`config.mk`:
```
export PLATFORM = sky130hd
export DESIGN_NAME = led_bank_arbiter
export DESIGN_NICKNAME = d
export VERILOG_FILES = /design/src/rtl/led_bank_arbiter.sv
export SDC_FILE = /design/constraint.sdc
export NUM_CORES = 1
export LEC_CHECK = 0
export BUFFER_PORTS_ARGS = -buffer_cell sky130_fd_sc_hd__buf_2
export CORE_MARGIN = 2
export CORE_UTILIZATION = 45
export CTS_BUF_LIST = sky130_fd_sc_hd__clkbuf_8 sky130_fd_sc_hd__clkbuf_16
export CTS_CLUSTER_DIAMETER = 30
export DETAILED_ROUTE_END_ITERATION = 7
export GPL_ROUTABILITY_DRIVEN = 0
export GPL_TIMING_DRIVEN = 0
export PLACE_DENSITY = 0.66
export SLEW_MARGIN = 20
export SYNTH_ARGS = -nofsm -noshare
export SYNTH_HDL_FRONTEND = slang
export SYNTH_SLANG_ARGS = --single-unit
```
`constraint.sdc`:
```
create_clock -name clk -period 4.3 [get_ports clk]
set_input_delay 0.43 -clock clk [delete_from_list [all_inputs] [get_ports clk]]
set_output_delay 0.43 -clock clk [all_outputs]
set_load 0.01 [all_outputs]
```
`src/rtl/led_bank_arbiter.sv`:
```
// Round-robin arbiter sharing one 8-bit LED bank between NREQ requesters.
// Each grant lasts a minimum HOLD-cycle slot; the owner's pattern is registered onto ld.
module led_bank_arbiter #(
  parameter int          NREQ         = 4,
  parameter int          HOLD         = 8,
  parameter logic [7:0]  IDLE_PATTERN = 8'h00,
  localparam int         OW           = (NREQ > 1) ? $clog2(NREQ) : 1,
  localparam int         CW           = (HOLD > 1) ? $clog2(HOLD) : 1
) (
  input  logic              clk,
  input  logic              rst,
  input  logic [NREQ-1:0]   req,
  input  logic [8*NREQ-1:0] data,
  output logic [NREQ-1:0]   gnt,
  output logic [OW-1:0]     owner,
  output logic              busy,
  output logic [7:0]        ld
);

  typedef enum logic {IDLE, GRANT} state_t;

  state_t            state_q, state_d;
  logic [OW-1:0]     ptr_q, ptr_d;
  logic [OW-1:0]     owner_d;
  logic [NREQ-1:0]   gnt_d;
  logic [CW-1:0]     cnt_q, cnt_d;
  logic [7:0]        ld_d;

  logic [OW-1:0]     owner_inc;
  logic [NREQ-1:0]   others;
  logic [OW-1:0]     next_sel;
  logic              hold_end;

  // First asserted bit of r at or after index start, wrapping modulo NREQ.
  function automatic logic [OW-1:0] pick(input logic [NREQ-1:0] r, input logic [OW-1:0] start);
    logic [2*NREQ-1:0] dbl;
    int off;
    int sum;
    dbl = {r, r} >> start;
    off = 0;
    for (int k = NREQ - 1; k >= 0; k--) begin
      if (dbl[k]) off = k;
    end
    sum = int'(start) + off;
    if (sum >= NREQ) sum = sum - NREQ;
    return OW'(sum);
  endfunction

  function automatic logic [7:0] pattern(input logic [8*NREQ-1:0] d, input logic [OW-1:0] i);
    return d[{i, 3'b000} +: 8];
  endfunction

  function automatic logic [NREQ-1:0] onehot(input logic [OW-1:0] i);
    return {{(NREQ-1){1'b0}}, 1'b1} << i;
  endfunction

  assign owner_inc = (owner == OW'(NREQ - 1)) ? '0 : owner + 1'b1;
  assign others    = req & ~gnt;
  assign next_sel  = pick(others, owner_inc);
  assign hold_end  = (cnt_q == CW'(HOLD - 1));
  assign busy      = (state_q == GRANT);

  // NOTE: every variable gets its hold value first, so no path through the
  // case leaves one unassigned and no latch is inferred.
  always_comb begin
    state_d = state_q;
    ptr_d   = ptr_q;
    owner_d = owner;
    gnt_d   = gnt;
    cnt_d   = cnt_q;
    ld_d    = ld;
    case (state_q)
      IDLE: begin
        owner_d = '0;
        gnt_d   = '0;
        ld_d    = IDLE_PATTERN;
        if (|req) begin
          state_d = GRANT;
          owner_d = pick(req, ptr_q);
          gnt_d   = onehot(owner_d);
          cnt_d   = '0;
          ld_d    = pattern(data, owner_d);
        end
      end
      GRANT: begin
        if (!req[owner]) begin
          // Release takes precedence over slot expiry; both advance ptr alike.
          ptr_d = owner_inc;
          cnt_d = '0;
          if (|others) begin
            owner_d = next_sel;
            gnt_d   = onehot(next_sel);
            ld_d    = pattern(data, next_sel);
          end else begin
            state_d = IDLE;
            owner_d = '0;
            gnt_d   = '0;
            ld_d    = IDLE_PATTERN;
          end
        end else if (hold_end) begin
          cnt_d = '0;
          if (|others) begin
            ptr_d   = owner_inc;
            owner_d = next_sel;
            gnt_d   = onehot(next_sel);
            ld_d    = pattern(data, next_sel);
          end else begin
            ld_d = pattern(data, owner);
          end
        end else begin
          cnt_d = cnt_q + 1'b1;
          ld_d  = pattern(data, owner);
        end
      end
    endcase
  end

  // NOTE: state registers use non-blocking assignments so every flop samples
  // the pre-edge values, independent of statement order.
  always_ff @(posedge clk) begin
    if (rst) begin
      state_q <= IDLE;
      ptr_q   <= '0;
      owner   <= '0;
      gnt     <= '0;
      cnt_q   <= '0;
      ld      <= IDLE_PATTERN;
    end else begin
      state_q <= state_d;
      ptr_q   <= ptr_d;
      owner   <= owner_d;
      gnt     <= gnt_d;
      cnt_q   <= cnt_d;
      ld      <= ld_d;
    end
  end

endmodule

```
==> results.py <==
metrics = {
    "clock_network": {
        "clk_pin_slew_worst_paths_ns": 0.08,
        "worstSkewPairLatency_ns": 0.26,
        "ctsLongestPathBuffers": 2,
        "h-tree-depth": 1,
        "postCtsHoldBufs": 0,
        "post_cts_buffers": 0,
        "cts_num_sinks": 20,
        "cts_made_buffers": 3,
        "cts_tree": "built",
        "cts_root_buf": "clkbuf_8",
        "post_cts_resized": 0,
    },
    "timing": {
        "tightest_slew_ns": 0.7213,
        "rsz0062_at_grt": "false",
        "drv_slew": 0,
        "finalCritPeriodShare_pct": 76.87,
        "max_freq_mhz": 302.5,
        "slew_headroom_pct": 51.91,
        "hold_violations": 0,
        "period_minus_slack_ns": 3.305,
        "setup_ws_ns": 0.9947,
        "setup_tns_ns": 0,
        "finClkSkew_ns": 0.007524,
        "finalSetupViolCount": 0,
    },
    "global_route": {
        "grt-ovfl-total": 0,
        "antenna_found_initial": 0,
        "grt_use_total_pct": 23.82,
        "grt_pass1_wl_um": 10160,
        "grt_max_degree": 11,
        "grt_pass1_vias": 2117,
    },
    "critical_path": {
        "reg2reg_slack_ns": 0.99,
        "slowest_stage": "mux4_1",
        "slowest_delay_ns": 0.64,
        "reg2reg_to": "ld[4]",
        "rr_startpoint": "owner[0]",
        "crit_type": "register to register",
        "critPathArrivalTime_ns": 3.46,
        "path_cells": "ha_1 -> or2_4 -> clkinv_2 -> o21a_1 -> a21oi_1 -> o21ai_0 -> nand2_1 -> ha_1 -> buf_1 -> mux4_1 -> a21oi_1 -> o31ai_1",
        "crit_fanout": 10,
        "startpoint_type": "register",
        "r2r_cells": 12,
        "endpoint_kind": "register",
        "crit_required_ns": 4.45,
    },
    "power_and_ir_drop": {
        "power.density_nw_per_um2": 666.8,
        "leakagePower_nw": 1.102,
        "ir_drop_uv": 344.9,
    },
    "floorplanning": {
        "core_area_um2": 4786,
        "initial_core_util_pct": 47.19,
        "fp-row-count": 25,
        "pin_count": 53,
        "dieArea_um2": 5601,
        "fp.dieH_um": 74.84,
        "fp.dieW_um": 74.84,
    },
    "logic_synthesis": {
        "synth_edf_count": 0,
        "synth-seq-area-share_pct": 17.73,
        "synthArstFlopShare_pct": 0,
        "synth-main-ff-cell": "dfxtp_1",
        "ys_ff_latch": 20,
        "syn_inst": 266,
        "ys_types": 57,
        "syn_nets": 309,
        "ys.warnings.count": 0,
        "synth_area_um2": 2258,
        "avgSynthCellArea_um2": 8.490,
    },
    "detailed_routing": {
        "vias": 2266,
        "drc": 0,
        "ant_nets": 0,
        "wire_per_inst_um": 16.65,
        "drt_pass1_iterations": 4,
        "wl_um": 6426,
        "drtIter0Drc": 159,
        "avgViaCountPerCell": 5.870,
    },
    "placed_design": {
        "dp_hpwl_um": 4765,
        "io_buffer_count": 50,
        "dp_slack_ns": 1.015,
    },
    "run_status": {
        "status": "complete, no violations",
    },
    "hold_path": {
        "min_path_cells": 2,
        "min_from": "rst",
        "holdPathEnd": "gnt[2]",
        "hold_path_class": "input port to register",
    },
    "final_layout": {
        "area_growth_pct": 16.62,
        "layout-drive-gt1-share_pct": 29.47,
        "fin_nets": 364,
        "n_antenna_cell": 0,
    },
    "run": {
        "cap_violations": 0,
    },
}
-- per-layer routing --
metal  vias to the layer above  global-route usage [%]  wire (um)
li1                       1118                       -          -
met1                      1082                   35.02       3106
met2                        60                   37.33       2959
met3                         6                   2.410        295
met4                         0                   6.349         65
met5                         -                       0          0
-- worst max-delay path by stage --
| stage | from | to | cells after the start | slack (ns) |
|---|---|---|---|---|
| 2_1_floorplan | owner[0] | ld[4] | 12 | 1.43 |
| 3_3_place_gp | owner[0] | ld[4] | 12 | 1.10 |
| 3_5_place_dp | owner[0] | ld[4] | 12 | 1.01 |
| 4_1_cts | owner[0] | gnt[1] | 14 | 1.00 |
| 5_1_grt | owner[0] | gnt[1] | 14 | 0.73 |
| 6_report | owner[0] | ld[4] | 12 | 0.99 |
-- Yosys cell counts, drive strengths merged, types with 5 or more instances --
cell type | number | area (um^2)
a211oi | 6 | 45.04
a21oi | 26 | 137.6
buf | 14 | 110.1
dfxtp | 20 | 400.4
ha | 5 | 62.56
mux2 | 6 | 67.56
mux2i | 10 | 100.1
mux4 | 15 | 352.8
nand2 | 25 | 101.4
nand2b | 6 | 45.04
nand3 | 16 | 80.08
nor2 | 31 | 116.4
nor2b | 12 | 75.07
o211ai | 5 | 42.54
o21ai | 10 | 50.05
o221ai | 6 | 52.55
o31ai | 6 | 45.04
-- metrics by stage --
step / hold WS [ns] / instances / power (mW) / instance area [um^2] / utilization, %
after CTS: 0.4358 / 386 / 1.760 / 2634 / 55.03
after floorplan: 0.4695 / 266 / 1.317 / 2258 / -
final: 0.4485 / 386 / 1.756 / 2634 / 55.03
after global routing: 0.4524 / 386 / 1.889 / 2634 / 55.03
after detailed placement: 0.4931 / 383 / 1.625 / 2592 / 54.17
after global placement: 0.4879 / 383 / 1.611 / 2592 / 54.17
-- state kept, by name, summed over array words and instances, names as in the netlist --
name,count
cnt_q,3
busy,1
gnt,4
owner,2
ld,8
ptr_q,2
-- cells in the final DEF (no fill, tap or decap), types with 8 or more instances in the layout --
| cell type | Yosys | final |
|---|---|---|
| mux2i_1 | 10 | 10 |
| nor2b_1 | 12 | 12 |
| nor2_1 | 31 | 31 |
| nand3_1 | 16 | 16 |
| mux4_2 | 11 | 11 |
| o21ai_0 | 8 | 8 |
| a21oi_1 | 24 | 24 |
| dfxtp_1 | 20 | 20 |
| buf_2 | 4 | 54 |
| nand2_1 | 24 | 24 |
-- power by group --
group / switching (mW) / internal, mW
registers: 0.0345 / 0.252
logic: 0.712 / 0.629
clock network: 0.0667 / 0.0626
total: 0.813 / 0.943
-- final cells by class --
cell class                      instances  area [um^2]
Fill cell                             464         2152
Multi-Input combinational cell        225         1720
Sequential cell                        20        400.4
Timing Repair Buffer                   50        250.2
Buffer                                 17        121.4
Tap cell                               67        83.83
Clock buffer                            3        41.29
Inverter                                4        16.27
-- worst max-delay path: cells and delay by family, from the launching register on --
family | cells | cell delay, ns
adders and majority gates | 2 | 0.52
AOI/OAI and AO/OA | 5 | 0.65
buffers and inverters | 2 | 0.66
muxes | 1 | 0.64
and+or+nand+nor | 2 | 0.35
DFF | 1 | 0.37
-- logic make-up after synthesis --
family | synth area share [%]
mux | 23.05
compound gates | 22.16
xor+xnor | 1.995
flops | 17.73
fa+ha+maj | 3.379
buf+inv | 6.094
simple gates | 25.60
Note: power is estimated with default switching activity, not from simulation.
